$ cat config.mk
export PLATFORM = sky130hd
export DESIGN_NAME = logic_unit_seq
export DESIGN_NICKNAME = d
export VERILOG_FILES = /design/src/rtl/logic_unit_seq.sv
export SDC_FILE = /design/constraint.sdc
export NUM_CORES = 1
export LEC_CHECK = 0
export ABC_AREA = 1
export BUFFER_PORTS_ARGS = -buffer_cell sky130_fd_sc_hd__buf_2
export CORE_UTILIZATION = 55
export CTS_CLUSTER_DIAMETER = 40
export CTS_CLUSTER_SIZE = 40
export DETAILED_ROUTE_END_ITERATION = 7
export GPL_ROUTABILITY_DRIVEN = 1
export PLACE_DENSITY = 0.73
export SLEW_MARGIN = 20
export SYNTH_ARGS = -nofsm -noshare
export SYNTH_HDL_FRONTEND = slang
export SYNTH_SLANG_ARGS = --single-unit
$ cat constraint.sdc
create_clock -name clock -period 12.5 [get_ports clock]
set_input_delay 2.5 -clock clock [delete_from_list [all_inputs] [get_ports clock]]
set_output_delay 2.5 -clock clock [all_outputs]
set_load 0.005 [all_outputs]
$ cat src/rtl/logic_unit_seq.sv
// Multi-cycle bitwise logic unit: evaluates one of eight bitwise functions SLICE bits
// per cycle, LSB slice first, and reports the result with a zero flag and popcount.
module logic_unit_seq #(
    parameter int WIDTH = 32,
    parameter int SLICE = 8
) (
    input  logic                         clock,
    input  logic                         reset_n,
    input  logic                         start,
    input  logic [2:0]                   op,
    input  logic [WIDTH-1:0]             data_A,
    input  logic [WIDTH-1:0]             data_B,
    output logic                         ready,
    output logic                         busy,
    output logic [WIDTH-1:0]             result,
    output logic                         result_rdy,
    output logic                         zero,
    output logic [$clog2(WIDTH+1)-1:0]   ones
);

    localparam int N  = WIDTH / SLICE;
    localparam int KW = (N > 1) ? $clog2(N) : 1;
    localparam int OW = $clog2(WIDTH + 1);

    typedef enum logic [1:0] {IDLE, BUSY, DONE} state_t;

    state_t            state;
    state_t            state_next;
    logic [WIDTH-1:0]  a_reg;
    logic [WIDTH-1:0]  b_reg;
    logic [2:0]        op_reg;
    logic [KW-1:0]     k;
    logic [WIDTH-1:0]  shadow;
    logic [OW-1:0]     count;
    logic [SLICE-1:0]  slice_a;
    logic [SLICE-1:0]  slice_b;
    logic [SLICE-1:0]  slice_res;
    logic [WIDTH-1:0]  shadow_next;
    logic [OW-1:0]     count_next;
    logic              last;
    logic              accept;

    function automatic logic [SLICE-1:0] bit_fn(input logic [2:0] f,
                                                input logic [SLICE-1:0] a,
                                                input logic [SLICE-1:0] b);
        case (f)
            3'b000:  return a & b;
            3'b001:  return a | b;
            3'b010:  return a ^ b;
            3'b011:  return ~(a | b);
            3'b100:  return ~(a & b);
            3'b101:  return ~(a ^ b);
            3'b110:  return a & ~b;
            default: return a;
        endcase
    endfunction

    // Sized to OW so a full-width accumulation of all-ones cannot overflow.
    function automatic logic [OW-1:0] pop_fn(input logic [SLICE-1:0] s);
        logic [OW-1:0] c;
        c = '0;
        for (int i = 0; i < SLICE; i++) begin
            c = c + OW'(s[i]);
        end
        return c;
    endfunction

    assign ready  = (state == IDLE) || (state == DONE);
    assign busy   = (state == BUSY);
    assign accept = start && ready;
    assign last   = (k == KW'(N - 1));

    always_comb begin
        slice_a     = a_reg[k*SLICE +: SLICE];
        slice_b     = b_reg[k*SLICE +: SLICE];
        slice_res   = bit_fn(op_reg, slice_a, slice_b);
        shadow_next = shadow;
        shadow_next[k*SLICE +: SLICE] = slice_res;
        count_next  = count + pop_fn(slice_res);
    end

    always_ff @(posedge clock or negedge reset_n) begin
        if (!reset_n) begin
            state <= IDLE;
        end else begin
            state <= state_next;
        end
    end

    always_comb begin
        state_next = state;
        case (state)
            IDLE:    if (start) state_next = BUSY;
            BUSY:    if (last)  state_next = DONE;
            DONE:    state_next = start ? BUSY : IDLE;
            default: state_next = IDLE;
        endcase
    end

    // Outputs only change on the final slice, so partial results never leak out.
    always_ff @(posedge clock or negedge reset_n) begin
        if (!reset_n) begin
            a_reg      <= '0;
            b_reg      <= '0;
            op_reg     <= '0;
            k          <= '0;
            shadow     <= '0;
            count      <= '0;
            result     <= '0;
            zero       <= 1'b1;
            ones       <= '0;
            result_rdy <= 1'b0;
        end else begin
            result_rdy <= 1'b0;
            if (accept) begin
                a_reg  <= data_A;
                b_reg  <= data_B;
                op_reg <= op;
                k      <= '0;
                shadow <= '0;
                count  <= '0;
            end else if (state == BUSY) begin
                shadow <= shadow_next;
                count  <= count_next;
                if (last) begin
                    result     <= shadow_next;
                    ones       <= count_next;
                    zero       <= (count_next == '0);
                    result_rdy <= 1'b1;
                end else begin
                    k <= k + KW'(1);
                end
            end
        end
    end

endmodule

## Word level (Yosys, flattened, before mapping)

Index checks and enable logic that the tools add are counted.

- Register bits after elaboration: 149
- Output and inout port bits: 42
- Word-level logic and storage cells: 71

- Add/subtract/negate cells: 10
- Equality and inequality tests: 12
- Shifts and indexed selects: 4
- Muxes and demuxes: 16
- Bitwise operators: 9
- Reduce and logical (&&, ||, !) cells: 9

Operators by type and width:

| operator | number |
|---|---|
| $mux 32 | 2 |
| $shiftx 32x6->8 | 2 |
| $pmux 8 s7 | 1 |
| $neg 5->34 | 1 |
| $shift 8x34->32 const A | 1 |
| $shiftx 8x34->32 | 1 |
| $bwmux 32 | 1 |
| $not 8->8 | 4 |
| $and 8x8->8 | 2 |
| $add 6x1->6 | 2 |
| $mux 6 | 2 |
| $mux 2 | 5 |
| $eq 3x3->1 const B | 3 |
| $or 8x8->8 | 1 |
| $xor 8x8->8 | 1 |
| $add 5x1->6 | 1 |
| $add 6x6->6 | 1 |
| $eq 3x2->1 const B | 2 |
| $logic_not 6->1 | 1 |
| $pmux 2 s3 | 1 |
| $add 4x1->5 | 1 |
| $add 3x1->4 | 1 |
| $eq 2x2->1 const B | 2 |
| $mux 1 | 4 |
| 15 further kinds | 17 |

## Longest topological paths before layout

Gate-level depths: netlist (run 1).

- Word-level depth: 14
- Mapped depth: 27
- Depth with buffers taken out: 25

## Worst setup path after synthesis (run 1)

Ideal clock, no wire load.

- Kind: register to register
- From: reg k[0]
- To: reg zero
- Setup time: 0.076 ns
- Arrival: 5.101 ns
- Data required time: 12.424 ns
- Setup slack: 7.322 ns
- Cell stages (with the launch flop): 26
- Buffers on the path: 3
- Period minus slack after synthesis: 5.178 ns
- Path through: dfrtp_1 > buf_4 > buf_2 > buf_1 > nand2_1 > a32oi_1 > inv_1 > ha_1 > inv_1 > nand4_1 > nand2_1 > nor2_1 > nand2_1 > nand2_1 > fa_1 > fa_1 > inv_1 > fa_1 > inv_1 > fa_1 > fa_1 > o21ai_0 > xor2_1 > nor3_1 > nand3_1 > nand2_1

- Cells in the longest elaborated chain, start to end: 13
- Elaborated cells on any way between the ends: 22
- Classes of those cells: 8 x add/sub; 1 x eq/ne; 2 x shift; 1 x mux; 8 x bitwise; 2 x reduce/logical

RTL lines:

| element | line | text |
|---|---|---|
| start, declared | 32 | `logic [KW-1:0] k;` |
| start signal, assigned | 131 | `k <= k + KW'(1);` |
| $shiftx 32x6->8, on equally long branches | 75, 74 |  |
| $not 8->8 (tied with other cells) | 53 | `3'b110: return a & ~b;` |
| $and 8x8->8 (tied with other cells) | 53 |  |
| $pmux 8 s7 | 46 | `case (f)` |
| $add 1x1->2 | 63 | `c = c + OW'(s[i]);` |
| $add 2x1->3 | 63 |  |
| $add 3x1->4 | 63 |  |
| $add 4x1->5 | 63 |  |
| $add 5x1->6 | 63 |  |
| $add 6x1->6 (2 in series) | 63 |  |
| $add 6x6->6 | 79 | `count_next = count + pop_fn(slice_res);` |
| $logic_not 6->1 | 128 | `zero <= (count_next == '0);` |
| end signal, assigned | 128 |  |
| end, declared | 17 | `output logic zero,` |

Parallel ways exist; a longest one is shown, timed or not.
A chain may end at the register's enable or synchronous reset.

## Worst setup path after layout (run 1)

Same ends and word-level chain as after synthesis.

==> results of run 1 <==
-- how the worst max path moves through the flow --
stage               start   end  slack [ns]  cells past startpoint
finish               k[0]  zero        6.70                     24
global route         k[0]  zero        6.25                     24
CTS                  k[0]  zero        6.72                     24
detailed placement   k[0]  zero        6.73                     24
global placement     k[0]  zero        6.88                     24
floorplan            k[0]  zero        7.32                     25
-- cells by family (layout without fill, tap and decap cells) --
logic type,after synthesis,after routing,synth area share
adders and majority gates,41,41,0.0687
DFF,149,149,0.465
and+or+nand+nor,650,650,0.328
xor gates and xnor gates,4,4,0.00437
buffers and inverters,145,237,0.0744
AOI/OAI and AO/OA,75,75,0.0593
-- per-stage QoR --
step / cell area, sq um / cells / utilization / hold WS (ns)
6_report: 9170 / 1336 / 0.653 / 0.469
5_1_grt: 9170 / 1336 / 0.653 / 0.491
4_1_cts: 9170 / 1336 / 0.653 / 0.476
2_1_floorplan: 8020 / 1064 / - / 0.449
3_3_place_gp: 8580 / 1305 / 0.611 / 0.460
3_5_place_dp: 8580 / 1305 / 0.611 / 0.459
-- worst register-to-register path, delay by kind of cell (launching register included) --
kind            cells  cell delay, ns
simple gates        9            0.73
buf+inv             6            1.09
flops               1            0.37
fa+ha+maj           6            2.78
compound gates      2            0.52
xor+xnor            1            0.26
-- per-layer routing --
metal,GRT usage,vias up
met1,0.391,3256
met5,0,-
met2,0.421,228
li1,-,3490
met4,0.106,0
met3,0.0423,36
-- cell usage in the layout (no fill, tap or decap), types with 2 or more instances in the layout --
master and n:
o22ai_1 10, inv_1 78, clkinv_4 2, nand2_1 522, clkinvlp_4 3, clkinv_2 4
xor2_1 3, buf_4 4, nor2_2 2, clkbuf_16 17, bufinv_16 3, o21ai_1 10
nand3_1 43, a21oi_1 18, o21bai_2 2, nor2_1 36, inv_2 10, o21ai_0 11
dfrtp_1 148, ha_1 36, clkinv_1 3, nand3b_1 2, nand4_1 39, o21bai_1 14
fa_1 5, a32oi_1 8, buf_2 110
-- area by class of cell --
type                    count  area (sq um)  share of cell area
clock buffers              18           429              0.0468
clock inverters            13           159              0.0173
inverters                  91           342              0.0372
multi-input cells         770          3690               0.403
flip-flops and latches    149          3730               0.407
well taps                 180           225              0.0246
repair buffers            115           592              0.0645
==> results.toml, run 1 <==
[run_status]
status = "finished clean"

[floorplan]
row_count = 43
core_area_sq_mm = 0.0140
ios = 112
die_w_um = 123
start_util = 0.571
die_area_sq_mm = 0.0151
die_h_um = 123

[critical_path]
arrival_ns = 6.16
critPathMaxStageDelay_ns = 0.55
worst-setup-path-type = "reg2reg"
start_kind = "register"
path_buf_inv = 6
worstRegToRegCells = 24
end_kind = "register"
cp_cell_sequence = "buf_4 > inv_2 > nand2_1 > a32oi_1 > inv_1 > ha_1 > inv_1 > nand4_1 > nand2_1 > nor2_1 > nand2_1 > nand2_1 > fa_1 > fa_1 > inv_1 > fa_1 > inv_1 > fa_1 > fa_1 > o21ai_0 > xor2_1 > nor3_1 > nand3_1 > nand2_1"
critPathTopFamily = "adder cells"
cp.required_ns = 12.86
r2r_setup_slack_ns = 6.70
crit_slowest_cell = "fa_1"
worstPathMaxFanout = 47
rr_startpoint = "k[0]"
timing.rr.end = "zero"

[detailed_routing]
drc_errors = 0
drtAntennaViolNets = 0
finalWirelength_mm = 19.3
drt_pre_antenna_iters = 4
initialDrtViolationCount = 567
vias = 7010
via_per_inst = 5.25
wl_per_cell_um = 14.4
wl_met3_mm = 1.08
m1WireLength_mm = 9.05
wl_met2_mm = 8.80
routed.top_layer = "met4"

[finish]
drive_above_1_share = 0.143
final_nets = 1255
n_antenna_cell = 0
n_fill_cell = 1254
area_growth_pct = 14.4

[clock_tree]
h-tree-depth = 4
cts_setup_buffers = 0
cts.clk_slew.worst_paths_ns = 0.06
cts_tree = "done"
clockBufferDepth = 2
cts_resized = 0
insertion_delay_ns = 0.43
root_buffer = "clkbuf_16"
cts_sinks = 149
numCtsBuffers = 17
ctsHoldBuffers = 0

[place]
post-dp-hpwl_mm = 13.1
place_congestion = 0.853
dp_worst_setup_slack_ns = 6.73
io_buffers = 111

[synthesis]
async_reset_ff_frac = 1.00
post-synth-top-count-cell = "nand2_1"
yosysWarnings = 0
ys_types = 34
syn_avg_cell_area_sq_um = 7.54
seq_area_frac_synth = 0.465
netlist_area_sq_mm = 0.00802
synth-main-ff-cell = "dfrtp_1"
synth_top_area_share = 0.462
synth_fp_nets = 1175
synth-edff-count = 0
ys_seq_elements = 149
synth_top_area_cell = "dfrtp_1"
synth_common_cells = "nand2_1, dfrtp_1, inv_1, nand3_1, nand4_1"
synthTopCellsByArea = "dfrtp_1, nand2_1, ha_1"
syn_inst = 1064

[min_path]
min_to = "result[11]"
whs_path_depth = 2
hold_path.class = "reg2reg"
worstHoldStart = "result[11]"

[job]
maxCapViolations = 0

[grt]
track_usage = 0.274
antenna_found_initial = 0
grt_pass1_wl_mm = 31.6
grt_start_max_net_pins = 77
grt-ovfl-total = 0
grt_pass1_vias = 6342

[sta]
max_freq_mhz = 172
setup_ws_ns = 6.70
worst_pin_slew_ns = 1.00
finalMaxSlewViolations = 0
period_minus_slack_ns = 5.80
clock_skew_ns = 0.00949
finalSetupTns_ns = 0
setup_violations = 0
rsz0062_at_grt = "no"
period_share = 0.464
hold_violations = 0
relSlewSlack = 0.331
Power of run 1 is not shown: default switching activity piles up to over one toggle a cycle in this logic, so the estimate is an artifact.
==> run 2: changes to the inputs <==
clock period = 5.5 ns   (was 12.5 ns; I/O delays follow)
==> run 2 against run 1 <==
  * Core utilization grew 0.78 points
  * Final cell count increased by 1.1%
  * Highest routed layer unchanged
  * Die area did not move
  * Clock-buffer cell count rose by 3
  * Maximum frequency rose by 13%
  * Global-route usage grew 1.1 points
==> results.toml, run 2 (synthesized netlist as in run 1, its figures left out) <==
[critical_path]
arrival_ns = 5.49
end_kind = "register"
worstRegToRegCells = 23
worstPathMaxFanout = 23
start_kind = "register"
worst-setup-path-type = "reg2reg"
cp.required_ns = 5.85

[floorplan]
die_area_sq_mm = 0.0151
core_area_sq_mm = 0.0140
ios = 112
die_h_um = 123
start_util = 0.571
row_count = 43
die_w_um = 123

[job]
maxCapViolations = 0

[finish]
multi_input_area_sq_mm = 0.00370
most-common-layout-cells = "nand2_1, dfrtp_1, buf_2"
final_common_cell = "nand2_1"
drive_above_1_share = 0.154
n_fill_cell = 1262
seq_area_sq_mm = 0.00373
n_antenna_cell = 0
final_nets = 1269
area_growth_pct = 15.7

[sta]
rsz0062_at_grt = "no"
hold_violations = 0
relSlewSlack = 0.361
max_freq_mhz = 195
clock_skew_ns = 0.00849
period_minus_slack_ns = 5.14
finalMaxSlewViolations = 0
period_share = 0.935
setup_violations = 0
setup_ws_ns = 0.359
worst_pin_slew_ns = 0.959
finalSetupTns_ns = 0

[clock_tree]
numCtsBuffers = 17
clockBufferDepth = 2
ctsHoldBuffers = 0
cts_sinks = 149
root_buffer = "clkbuf_16"
cts.clk_slew.worst_paths_ns = 0.06
h-tree-depth = 4
cts_tree = "done"
insertion_delay_ns = 0.43

[detailed_routing]
finalWirelength_mm = 19.5
drc_errors = 0
drtAntennaViolNets = 0
initialDrtViolationCount = 495
via_per_inst = 5.25
wl_per_cell_um = 14.4
vias = 7096
drt_pre_antenna_iters = 5

[place]
dp_worst_setup_slack_ns = 0.347
place_congestion = 0.890
post-dp-hpwl_mm = 13.7
io_buffers = 111

[grt]
track_usage = 0.285
antenna_found_initial = 0
grt_start_max_net_pins = 111
grt_pass1_vias = 6659
grt-ovfl-total = 0
grt_pass1_wl_mm = 32.6

[run_status]
status = "finished clean"

[min_path]
whs_path_depth = 2
hold_path.class = "reg2reg"
[run 2: changes by cell type in the layout (fill, tap and decap cells not counted), sizes merged]
cell      previous run  this run
buf                115       129
bufinv               3         2
clkinvlp             3         2
clkbuf              18        21
[run 2: cell type report]
type,instances,share of cell area
Timing Repair Buffer,129,0.0751
Clock inverter,11,0.0135
Sequential cell,149,0.402
Clock buffer,21,0.0496
Tap cell,180,0.0243
Multi-Input combinational cell,770,0.399
Inverter,91,0.0368
[run 2: final timing paths]
| check | end | start | slack, ns |
|---|---|---|---|
| worst max-delay path | zero | k[0] | 0.36 |
| worst min-delay path | result[29] | result[29] | 0.47 |
| worst max register to register | zero | k[0] | 0.36 |
| worst min register to register | result[29] | result[29] | 0.47 |
| max in group asynchronous | result[15] | reset_n | 3.63 |
| min in group asynchronous | a_reg[20] | reset_n | 0.80 |
[run 2: routing by layer]
layer	up-vias	track usage	wire length, um
li1	3522	-	-
met1	3308	0.400	8990
met2	229	0.436	8860
met3	37	0.0599	1160
met4	0	0.103	473
met5	-	0	0
[run 2: what timing repair did]
action,4_1_cts,5_1_grt
endpoints found under the setup margin,0,2
resized for setup,0,1
hold endpoints to repair,0,0
setup buffers,0,0
[run 2: worst max-delay path, cell delays in order, from the launching register on]
cell	delay [ns]
dfrtp_1	0.37
buf_4	0.26
nand2_1	0.08
a32oi_1	0.26
inv_1	0.10
ha_1	0.30
inv_1	0.06
nand4_1	0.07
nand2_1	0.07
nor2_1	0.04
nand2_1	0.11
nand2_1	0.13
fa_1	0.48
fa_1	0.55
inv_1	0.05
fa_1	0.52
inv_1	0.05
fa_1	0.46
fa_1	0.41
o21ai_0	0.21
xor2_1	0.25
nor3_1	0.08
nand3_1	0.08
nand2_1	0.05
[run 2: per-stage QoR]
stage | util | cells | hold slack, ns | area, sq um
3_3_place_gp | 0.619 | 1319 | 0.459 | 8690
4_1_cts | 0.660 | 1351 | 0.475 | 9270
5_1_grt | 0.661 | 1351 | 0.495 | 9280
2_1_floorplan | - | 1064 | 0.449 | 8020
3_5_place_dp | 0.619 | 1319 | 0.460 | 8690
6_report | 0.661 | 1351 | 0.472 | 9280
Power of run 2 is left out for the same reason.
==> run 3: changes to the inputs <==
ABC_AREA = unset   (was 1)
==> run 3 against run 2 <==
  * Area after synthesis shrank 6.3%
  * Maximum frequency shrank 2.5%
  * Register-to-register slack lost 0.13 ns
  * Synthesized cell count shrank 40%
  * Final cell count shrank 30%
  * Global-route usage shrank 2.9 points
  * Die area shrank 6.2%
  * Core utilization grew 1.5 points
==> results.toml, run 3 <==
[floorplan]
row_count = 42
die_area_sq_mm = 0.0141
ios = 112
start_util = 0.565
core_area_sq_mm = 0.0133
die_w_um = 119
die_h_um = 119

[synthesis]
async_reset_ff_frac = 1.00
ys_seq_elements = 149
synth_top_area_cell = "dfrtp_1"
synth_top_area_share = 0.493
syn_avg_cell_area_sq_um = 11.8
yosysWarnings = 0
syn_inst = 636
synth-edff-count = 0
synth-main-ff-cell = "dfrtp_1"
ys_types = 49
synth_common_cells = "dfrtp_1, mux2_2, nand2_1, a21oi_1, o21ai_1"
seq_area_frac_synth = 0.496
post-synth-top-count-cell = "dfrtp_1"
synth_fp_nets = 747
synthTopCellsByArea = "dfrtp_1, mux2_2, ha_1"
netlist_area_sq_mm = 0.00751

[sta]
hold_violations = 0
setup_violations = 0
clock_skew_ns = 0.00792
period_minus_slack_ns = 5.27
whs_ns = 0.477
max_freq_mhz = 190
finalMaxSlewViolations = 0
period_share = 0.959
worst_pin_slew_ns = 0.968
relSlewSlack = 0.355

[clock_tree]
cts.clk_slew.worst_paths_ns = 0.06
clockBufferDepth = 2
cts_sinks = 149
numCtsBuffers = 17
ctsHoldBuffers = 0
root_buffer = "clkbuf_16"
insertion_delay_ns = 0.42
cts_tree = "done"
h-tree-depth = 4

[place]
place_congestion = 0.822
io_buffers = 111
place_area_sq_mm = 0.00824
post-dp-hpwl_mm = 11.7

[finish]
most-common-layout-cells = "dfrtp_1, buf_2, mux2_2"
final_common_cell = "dfrtp_1"
drive_above_1_share = 0.362
n_antenna_cell = 0
n_fill_cell = 995
final_area_sq_mm = 0.00898
utilization = 0.676
final_nets = 864
area_growth_pct = 19.6

[detailed_routing]
drc_errors = 0
via_per_inst = 5.73
finalWirelength_mm = 17.0
drt_pre_antenna_iters = 5
initialDrtViolationCount = 346
drtAntennaViolNets = 0
vias = 5393
wl_per_cell_um = 18.0

[grt]
grt_pass1_vias = 5498
grt-ovfl-total = 0
track_usage = 0.257
antenna_found_initial = 0
grt_pass1_wl_mm = 27.9
grt_start_max_net_pins = 108

[critical_path]
rr_startpoint = "k[0]"
start_kind = "register"
cp-startpoint = "k[0]"
arrival_ns = 5.61
end_kind = "register"
worst-setup-path-type = "reg2reg"
cp.required_ns = 5.84
worstPathMaxFanout = 4

[job]
maxCapViolations = 0

[min_path]
worstHoldStart = "shadow[0]"
hold_path.class = "reg2reg"

[run_status]
status = "finished clean"
-- run 3: logic make-up (layout without fill, tap and decap cells) --
family,count (synthesis),in the layout,synth area share
AND/OR/NAND/NOR,124,124,0.0904
adder cells (fa/ha/maj),41,41,0.0733
AO/OA/AOI/OAI,157,157,0.132
buffers and inverters,68,197,0.0410
XOR/XNOR,5,5,0.00583
flip-flops,149,149,0.496
multiplexers,92,92,0.161
-- run 3: through the flow --
step	setup TNS (ns)	setup slack (ns)	std cells
3_3_place_gp	0	0.129	904
6_report	0	0.227	941
4_1_cts	0	0.0341	935
3_5_place_dp	-0.0162	-0.0162	904
5_1_grt	-0.0748	-0.0748	941
2_1_floorplan	0	0.0231	636
-- run 3: what timing repair did --
| action | in CTS | in global routing |
|---|---|---|
| gates resized for setup | 2 | 11 |
| pin swaps | 0 | 8 |
| endpoints found under the setup margin | 1 | 4 |
| setup buffers | 0 | 6 |
-- run 3: final timing paths --
| check | slack (ns) | cells after the start | end |
|---|---|---|---|
| max reg2reg | 0.23 | 19 | zero |
| min reg2reg | 0.48 | 2 | shadow[0] |
| min | 0.48 | 2 | shadow[0] |
| max in group asynchronous | 3.57 | 2 | b_reg[24] |
| max | 0.23 | 19 | zero |
| min in group asynchronous | 0.79 | 1 | shadow[3] |
-- run 3: layout make-up --
type | count | area, sq um | area share
clock buffers | 22 | 484 | 0.0539
repair buffers | 133 | 734 | 0.0818
multi-input cells | 419 | 3520 | 0.392
inverters | 33 | 124 | 0.0138
flip-flops and latches | 149 | 3730 | 0.415
clock inverters | 9 | 173 | 0.0192
well taps | 176 | 220 | 0.0245
-- run 3: per-layer routing --
layer / part of all wire / global-route usage / up-vias
met1: 0.43 / 0.322 / 2690
met4: 0.025 / 0.108 / 0
met2: 0.50 / 0.430 / 165
met5: 0 / 0 / -
li1: - / - / 2508
met3: 0.048 / 0.0551 / 30
-- run 3: worst max-delay path, stage by stage, from the launching register on --
cell      delay, ns
dfrtp_2        0.41
buf_6          0.12
mux4_2         0.51
inv_2          0.08
ha_1           0.24
a211oi_2       0.23
a21oi_1        0.07
o221ai_2       0.25
fa_1           0.49
fa_1           0.50
inv_1          0.06
fa_1           0.53
inv_1          0.06
fa_2           0.38
fa_2           0.40
nand2b_1       0.17
a21oi_2        0.19
xnor2_2        0.14
nand3_1        0.11
o31ai_2        0.23
Power of run 3 is left out for the same reason.
